### config.mk
export PLATFORM = sky130hd
export DESIGN_NAME = dmi_responder
export DESIGN_NICKNAME = d
export VERILOG_FILES = /design/src/rtl/dmi_responder.sv
export SDC_FILE = /design/constraint.sdc
export NUM_CORES = 1
export LEC_CHECK = 0
export ABC_AREA = 1
export BUFFER_PORTS_ARGS = -buffer_cell sky130_fd_sc_hd__buf_2
export CORE_ASPECT_RATIO = 1.75
export CORE_MARGIN = 4
export CORE_UTILIZATION = 52
export DETAILED_ROUTE_END_ITERATION = 8
export HOLD_SLACK_MARGIN = 0.02
export PLACE_DENSITY_LB_ADDON = 0.3
export SLEW_MARGIN = 20
export SYNTH_ARGS = -nofsm -noshare
export SYNTH_HDL_FRONTEND = slang
export SYNTH_SLANG_ARGS = --single-unit
### constraint.sdc
create_clock -name clk -period 4.4 [get_ports clk]
set_input_delay 0.88 -clock clk [delete_from_list [all_inputs] [get_ports clk]]
set_output_delay 0.88 -clock clk [all_outputs]
set_load 0.03 [all_outputs]
### src/rtl/dmi_responder.sv
// Debug-module end of the DMI request/response channel: a small register file
// (data0, dmcontrol, dmstatus, abstractcs, command) plus an abstract-command launcher.
module dmi_responder #(
  parameter int DATA_WIDTH = 64
) (
  input  logic                  clk,
  input  logic                  reset_n,
  input  logic                  debug_req_valid,
  output logic                  debug_req_ready,
  input  logic [6:0]            debug_req_bits_addr,
  input  logic [1:0]            debug_req_bits_op,
  input  logic [DATA_WIDTH-1:0] debug_req_bits_data,
  output logic                  debug_resp_valid,
  input  logic                  debug_resp_ready,
  output logic [1:0]            debug_resp_bits_resp,
  output logic [DATA_WIDTH-1:0] debug_resp_bits_data,
  output logic                  dmactive,
  output logic                  ndmreset,
  output logic                  haltreq,
  output logic                  cmd_start,
  output logic [15:0]           cmd_regno,
  output logic                  cmd_write,
  output logic [31:0]           cmd_wdata,
  input  logic                  cmd_done,
  input  logic [31:0]           cmd_rdata
);

  localparam logic [6:0] ADDR_DATA0      = 7'h04;
  localparam logic [6:0] ADDR_DMCONTROL  = 7'h10;
  localparam logic [6:0] ADDR_DMSTATUS   = 7'h11;
  localparam logic [6:0] ADDR_ABSTRACTCS = 7'h16;
  localparam logic [6:0] ADDR_COMMAND    = 7'h17;

  localparam logic [1:0] OP_NOP   = 2'd0;
  localparam logic [1:0] OP_READ  = 2'd1;
  localparam logic [1:0] OP_WRITE = 2'd2;
  localparam logic [1:0] OP_RSVD  = 2'd3;

  localparam logic [2:0] CMDERR_BUSY      = 3'd1;
  localparam logic [2:0] CMDERR_NOTSUP    = 3'd2;
  localparam logic [31:0] DMSTATUS_VALUE  = 32'h0000_0082;

  typedef enum logic {
    ST_IDLE = 1'b0,
    ST_RESP = 1'b1
  } state_t;

  state_t                  state_reg;
  logic                    req_ready_reg;
  logic                    resp_valid_reg;
  logic [1:0]              resp_code_reg;
  logic [DATA_WIDTH-1:0]   resp_data_reg;

  logic                    dmactive_reg;
  logic                    ndmreset_reg;
  logic                    haltreq_reg;
  logic [31:0]             data0_reg;
  logic [2:0]              cmderr_reg;
  logic                    busy_reg;
  logic                    cmd_start_reg;
  logic [15:0]             cmd_regno_reg;
  logic                    cmd_write_reg;
  logic [31:0]             cmd_wdata_reg;

  logic                    req_fire;
  logic                    is_read;
  logic                    is_write;
  logic [31:0]             wdata32;
  logic                    data0_access;
  logic                    data0_wr;
  logic                    dmcontrol_wr;
  logic                    abstractcs_wr;
  logic                    command_wr;
  logic                    cmd_eval;
  logic                    cmd_busy_err;
  logic                    cmd_notsup_err;
  logic                    cmd_go;
  logic                    busy_err;
  logic                    done_fire;
  logic [31:0]             rd32;
  logic [DATA_WIDTH-1:0]   rdata_ext;

  assign req_fire      = debug_req_valid & req_ready_reg;
  assign is_read       = (debug_req_bits_op == OP_READ);
  assign is_write      = (debug_req_bits_op == OP_WRITE);
  assign wdata32       = debug_req_bits_data[31:0];

  assign data0_access  = req_fire & (is_read | is_write) & (debug_req_bits_addr == ADDR_DATA0);
  assign data0_wr      = data0_access & is_write;
  assign dmcontrol_wr  = req_fire & is_write & (debug_req_bits_addr == ADDR_DMCONTROL);
  assign abstractcs_wr = req_fire & is_write & (debug_req_bits_addr == ADDR_ABSTRACTCS);
  assign command_wr    = req_fire & is_write & (debug_req_bits_addr == ADDR_COMMAND);

  // Command acceptance cascade: inactive DM, busy, sticky error, unsupported, transfer.
  assign cmd_eval       = command_wr & dmactive_reg;
  assign cmd_busy_err   = cmd_eval & busy_reg;
  assign cmd_notsup_err = cmd_eval & ~busy_reg & (cmderr_reg == 3'd0) & (wdata32[31:24] != 8'd0);
  assign cmd_go         = cmd_eval & ~busy_reg & (cmderr_reg == 3'd0) & (wdata32[31:24] == 8'd0)
                          & wdata32[17];

  assign busy_err  = (data0_access & busy_reg) | cmd_busy_err;
  assign done_fire = cmd_done & busy_reg;

  always_comb begin
    rd32 = 32'd0;
    case (debug_req_bits_addr)
      ADDR_DATA0:      rd32 = data0_reg;
      ADDR_DMCONTROL:  rd32 = {haltreq_reg, 29'd0, ndmreset_reg, dmactive_reg};
      ADDR_DMSTATUS:   rd32 = DMSTATUS_VALUE;
      ADDR_ABSTRACTCS: rd32 = {19'd0, busy_reg, 1'b0, cmderr_reg, 4'd0, 4'd1};
      default:         rd32 = 32'd0;
    endcase
  end

  // Registers live in the low word; the rest of the DMI data path reads as zero.
  genvar gi;
  generate
    for (gi = 0; gi < 32; gi++) begin : g_rd_low
      assign rdata_ext[gi] = rd32[gi];
    end
    for (gi = 32; gi < DATA_WIDTH; gi++) begin : g_rd_high
      assign rdata_ext[gi] = 1'b0;
    end
    if (DATA_WIDTH > 32) begin : g_wr_high
      logic unused_wdata_high;
      assign unused_wdata_high = ^debug_req_bits_data[DATA_WIDTH-1:32];
    end
  endgenerate

  always_ff @(posedge clk or negedge reset_n) begin
    if (!reset_n) begin
      state_reg      <= ST_IDLE;
      req_ready_reg  <= 1'b1;
      resp_valid_reg <= 1'b0;
      resp_code_reg  <= 2'd0;
      resp_data_reg  <= '0;
    end else begin
      case (state_reg)
        ST_IDLE: begin
          if (req_fire) begin
            state_reg      <= ST_RESP;
            req_ready_reg  <= 1'b0;
            resp_valid_reg <= 1'b1;
            resp_code_reg  <= (debug_req_bits_op == OP_RSVD) ? 2'd2 : 2'd0;
            resp_data_reg  <= is_read ? rdata_ext : '0;
          end
        end
        ST_RESP: begin
          if (debug_resp_ready) begin
            state_reg      <= ST_IDLE;
            req_ready_reg  <= 1'b1;
            resp_valid_reg <= 1'b0;
          end
        end
        default: begin
          state_reg      <= ST_IDLE;
          req_ready_reg  <= 1'b1;
          resp_valid_reg <= 1'b0;
        end
      endcase
    end
  end

  always_ff @(posedge clk or negedge reset_n) begin
    if (!reset_n) begin
      dmactive_reg  <= 1'b0;
      ndmreset_reg  <= 1'b0;
      haltreq_reg   <= 1'b0;
      data0_reg     <= 32'd0;
      cmderr_reg    <= 3'd0;
      busy_reg      <= 1'b0;
      cmd_start_reg <= 1'b0;
      cmd_regno_reg <= 16'd0;
      cmd_write_reg <= 1'b0;
      cmd_wdata_reg <= 32'd0;
    end else begin
      cmd_start_reg <= cmd_go;

      if (data0_wr && !busy_reg) begin
        data0_reg <= wdata32;
      end

      if (dmcontrol_wr) begin
        dmactive_reg <= wdata32[0];
        if (wdata32[0]) begin
          ndmreset_reg <= wdata32[1];
          haltreq_reg  <= wdata32[31];
        end else begin
          ndmreset_reg <= 1'b0;
          haltreq_reg  <= 1'b0;
          data0_reg    <= 32'd0;
          cmderr_reg   <= 3'd0;
        end
      end

      if (abstractcs_wr) begin
        cmderr_reg <= cmderr_reg & ~wdata32[10:8];
      end

      if (busy_err && (cmderr_reg == 3'd0)) begin
        cmderr_reg <= CMDERR_BUSY;
      end

      if (cmd_notsup_err) begin
        cmderr_reg <= CMDERR_NOTSUP;
      end

      if (cmd_go) begin
        busy_reg      <= 1'b1;
        cmd_regno_reg <= wdata32[15:0];
        cmd_write_reg <= wdata32[16];
        cmd_wdata_reg <= data0_reg;
      end

      // Completion is written last so its data0 update wins any same-edge collision.
      if (done_fire) begin
        busy_reg <= 1'b0;
        if (!cmd_write_reg) begin
          data0_reg <= cmd_rdata;
        end
      end
    end
  end

  assign debug_req_ready      = req_ready_reg;
  assign debug_resp_valid     = resp_valid_reg;
  assign debug_resp_bits_resp = resp_code_reg;
  assign debug_resp_bits_data = resp_data_reg;
  assign dmactive             = dmactive_reg;
  assign ndmreset             = ndmreset_reg;
  assign haltreq              = haltreq_reg;
  assign cmd_start            = cmd_start_reg;
  assign cmd_regno            = cmd_regno_reg;
  assign cmd_write            = cmd_write_reg;
  assign cmd_wdata            = cmd_wdata_reg;

endmodule

* Yosys cells after proc, flatten, opt, wreduce, memory -nomap -nowiden
Index checks and enable logic that the tools add are counted.
Cells by class: equality and inequality tests 11, mux-type cells 26, bitwise logic cells 23, reduce and logical (&&, ||, !) cells 11
Operators with widths (number):
- 32-bit two-way mux | 6
- 32-bit one-hot mux with 4 select lines | 1
- 7-bit by 5-bit == test with 1-bit output, second input constant | 4
- 1-bit AND | 17
- 3-bit two-way mux | 5
- 1-bit two-way mux | 10
- 8-bit zero test | 1
- 8-bit nonzero test | 1
- 7-bit by 3-bit == test with 1-bit output, second input constant | 1
- 1-bit one-hot mux with 2 select lines | 3
- 2-bit AND reduction | 3
- 2-bit == test, second input constant | 2
- 2-bit inequality test, second input constant | 2
- 4-bit by 1-bit inequality test with 1-bit output, second input constant | 1
- 4-bit nonzero test | 1
- 3-bit AND | 1
- 3-bit zero test | 1
- 3-bit NOT | 1
- 2-bit by 1-bit == test with 1-bit output, second input constant | 1
- 1-bit logical AND | 2
- 2-bit two-way mux | 1
- 1-bit NOT | 2
- 1-bit bitwise OR | 2
- 2-bit nonzero test | 1
- 1-bit zero test | 1
Storage, ports and cells: flip-flop bits (word level) 158, bits of input ports 110, output and inout port bits 121, word-level logic and storage cells 86

* Logic depth before layout (Yosys ltp)
word-level depth 11, mapped depth 10, depth with buffers taken out 10

* Worst setup path before layout
Ideal clock, no wire load.
path kind input port to flip-flop, start input debug_req_bits_op[0], end register data0_reg[10], library setup time 117 ps, data arrival time 1998 ps, slack 2284 ps, stages 9, cell sequence inv_1 -> ha_1 -> nor2_2 -> nand3_1 -> nor3_2 -> buf_2 -> nand2_1 -> nand3_1 -> nand2_1
On the way: word-level cells in the longest chain between the ends 11
Ends and longest elaborated chain:
- from (decl) | line 11 | input logic [1:0] debug_req_bits_op,
- 2-bit by 1-bit == test with 1-bit output / 2-bit == test (equally long branches) | line 84, 85
- 1-bit bitwise OR | line 88 | assign data0_access = req_fire & (is_read | is_write) & (debug_req_bits_addr == ADDR_DATA0);
- 1-bit AND (2 in a row) | line 88
- 1-bit AND | line 89 | assign data0_wr = data0_access & is_write;
- 1-bit logical AND | line 179 | if (data0_wr && !busy_reg) begin
- 32-bit two-way mux | line 179
- 32-bit two-way mux | line 185 | if (wdata32[0]) begin
- 32-bit two-way mux (*) | line 183 | if (dmcontrol_wr) begin
- 32-bit two-way mux | line 218 | if (!cmd_write_reg) begin
- 32-bit two-way mux (*) | line 216 | if (done_fire) begin
- to (signal assigned) | line 180 | data0_reg <= wdata32;
- to (signal assigned) | line 219 | data0_reg <= cmd_rdata;
- to (decl) | line 57 | logic [31:0] data0_reg;
Mark *: on every way between the ends. The rest lies on a longest branch, timed or not. A chain may end at the register's enable or synchronous reset.

* Final worst setup path
start input debug_req_bits_op[0], end register cmd_wdata_reg[11], in the netlist cmd_wdata[11]
On the way: word-level cells in the longest chain between the ends 8
Ends and longest elaborated chain:
- 2-bit == test | line 85 | assign is_write = (debug_req_bits_op == OP_WRITE);
- 1-bit AND (2 in a row) | line 92 | assign command_wr = req_fire & is_write & (debug_req_bits_addr == ADDR_COMMAND);
- 1-bit AND | line 95 | assign cmd_eval = command_wr & dmactive_reg;
- 1-bit AND (3 in a row) | line 98 | assign cmd_go = cmd_eval & ~busy_reg & (cmderr_reg == 3'd0) & (wdata32[31:24] == 8'd0)
- 1-bit AND | line 99 | & wdata32[17];
- to (signal assigned) | line 212 | cmd_wdata_reg <= data0_reg;
- to (decl) | line 63 | logic [31:0] cmd_wdata_reg;
No other way between the ends.

==> metrics.yaml <==
run_status:
  status: "finished, final reports clean"
sta:
  finalClockSkew_ns: 0.00818
  finalHoldViolCount: 0
  slew_viol_final: 0
  tns_ns: 0
  relSlewSlack_pct: 32.1
  setup_viol: 0
  fmax_mhz: 376
  fin_crit_sh_pct: 60.4
  tightestPinTransition_ns: 1.02
  rsz0062_at_grt: "false"
  period_minus_slack_ns: 2.66
global_routing:
  antenna_found_initial: 1
  grt_pass1_wl_um: 25100
  grt_max_degree: 101
  grt_overflow_total: 0
  grt_pass1_vias: 5084
  grt_use_total_pct: 25.1
routing:
  drtAntennaViolNets: 0
  wl_per_cell_um: 15.5
  initialDrtViolationCount: 261
  vias_per_cell: 5.03
  vias: 5078
  dr.pass1.iters: 6
  wl_um: 15600
  drcViolationCount: 0
clocking:
  cts_root_buffer: "clkbuf_16"
  clk_pin_slew_ns: 0.06
  clock_latency_ns: 0.41
  cts_setup_buffers: 0
  postCtsHoldBufs: 0
  clkSinkCount: 125
  cts_resized: 0
  htreeDepth: 4
  cts_tree: "yes"
  cts_buffers: 17
  cts_max_path_buffers: 2
die:
  start_util_pct: 53.2
  ios: 231
  die_area_um2: 12800
  coreArea_um2: 10800
  die_y_um: 147
  die_x_um: 87.3
  rows: 50
synthesis:
  avgSynthCellArea_um2: 8.14
  syn_area_um2: 5730
  yosysUniqueCellTypes: 28
  syn_inst: 704
  postSynthRegisterBits: 125
  synth-seq-area-share_pct: 54.6
  yosys_warnings: 0
critical_path:
  crit_fanout: 100
  worstPathRequired_ns: 4.65
  worstRegToRegCells: 7
  crit_top_cell: "nand2_1"
  slowest_stage: "nand2_4"
  critPathLaunchType: "input pin"
  cp.arrival_ns: 2.90
  path_class: "input pin to flip-flop"
  cp_cell_sequence: "buf_2 -> inv_1 -> ha_1 -> nand3_2 -> nor2_1 -> nand2_1 -> nor3_4 -> nand2_4 -> nand2_1 -> o21ai_1"
  cpPeakStageDelay_ns: 0.57
  cp-end-kind: "flip-flop"
placement:
  dp_hpwl_um: 11200
  gp_congestion: 0.892
  place_area_um2: 6540
  port-buffer-count: 165
power_and_ir_drop:
  leakagePower_nw: 4.19
  total_power_mw: 3.37
  power.density_nw_per_um2: 468
  ir_drop_uv: 350
hold_path:
  min_path_cells: 2
  hold_class: "flip-flop to flip-flop"
finish:
  final_cell_area_um2: 7200
  layout_common_cells: "243 x nand2_1, 164 x buf_2, 124 x dfrtp_1"
  area_growth_pct: 25.6
  drive_gt1_share_pct: 24.5
  utilization_pct: 66.9
  layout_commonest_cell: "nand2_1"
  nNetsFinal: 978
job:
  drv_cap: 0
power by group:
group / switching (mW) / internal (mW) / total, mW
combinational: 0.368 / 0.146 / 0.514
clock: 0.516 / 1.02 / 1.54
sequential: 0.0437 / 1.27 / 1.32
kinds of logic after synthesis:
| family | count (synthesis) | share of synthesized area [%] |
|---|---|---|
| AND/OR/NAND/NOR | 333 | 23.9 |
| other | 1 | 0.0655 |
| buffers and inverters | 151 | 12.5 |
| AO/OA/AOI/OAI | 91 | 8.21 |
| adder cells (fa/ha/maj) | 3 | 0.655 |
| flip-flops | 125 | 54.6 |
critical path, delay by kind of cell:
family                   cells  cell delay (ns)
AND/OR/NAND/NOR              6             1.48
adder cells (fa/ha/maj)      1             0.24
buffers and inverters        2             0.17
AO/OA/AOI/OAI                1             0.11
synth_stat cells:
library cell	instances	share of area [%]
o21a_1	1	0.13
clkinv_1	1	0.065
nor3_4	1	0.28
nand2_2	2	0.22
nor3_2	1	0.17
nor3_1	1	0.087
nand3_1	51	4.5
nor2_1	25	1.6
a21oi_1	4	0.35
nand4_2	1	0.22
nand3_2	1	0.17
o22ai_1	6	0.66
a21boi_1	1	0.13
ha_1	3	0.66
dfstp_2	1	0.46
conb_1	1	0.065
buf_4	34	4.5
nor2_2	2	0.22
clkbuf_1	10	0.66
o21ai_1	49	4.3
inv_1	86	5.6
dfrtp_1	124	54
nand2_1	243	16
buf_2	18	1.6
nand4_1	5	0.55
o21ai_0	29	2.5
inv_2	2	0.13
o211ai_1	1	0.13
worst paths after layout:
path / slack [ns] / startpoint / end
hold / removal: 0.47 / debug_resp_bits_resp[1] / debug_resp_bits_resp[1]
setup reg to reg: 2.10 / debug_req_ready / cmd_wdata[11]
min in group asynchronous: 0.53 / reset_n / debug_resp_bits_data[19]
hold reg to reg: 0.47 / debug_resp_bits_resp[1] / debug_resp_bits_resp[1]
setup / recovery: 1.74 / debug_req_bits_op[0] / cmd_wdata[11]
max in group asynchronous: 3.04 / reset_n / debug_resp_bits_data[26]
per-layer routing:
layer / share of wire (%) / vias up / wire, µm / GRT usage [%]
met2: 54 / 196 / 8370 / 43.8
met4: 2.6 / 0 / 404 / 10.4
met5: 0 / - / 0 / 0
li1: - / 2448 / - / -
met3: 7.0 / 33 / 1100 / 6.51
met1: 37 / 2401 / 5750 / 28.3
metrics by stage:
stage	worst slack (ns)	std cells	hold slack [ns]
after global routing	1.56	1009	0.492
after detailed placement	1.34	976	0.460
final	1.74	1009	0.472
after CTS	1.73	1008	0.474
after global placement	1.45	976	0.452
after floorplan	2.28	736	0.485
layout make-up:
| cell class | count | area (µm²) |
|---|---|---|
| Antenna cell | 1 | 2.50 |
| Clock buffer | 19 | 443 |
| Clock inverter | 13 | 214 |
| Fill cell | 913 | 3560 |
| Inverter | 89 | 334 |
| Multi-Input combinational cell | 460 | 2020 |
| Sequential cell | 125 | 3130 |
| Tap cell | 130 | 163 |
| Timing Repair Buffer | 172 | 893 |
No activity file was read; power rests on OpenSTA's default activity.
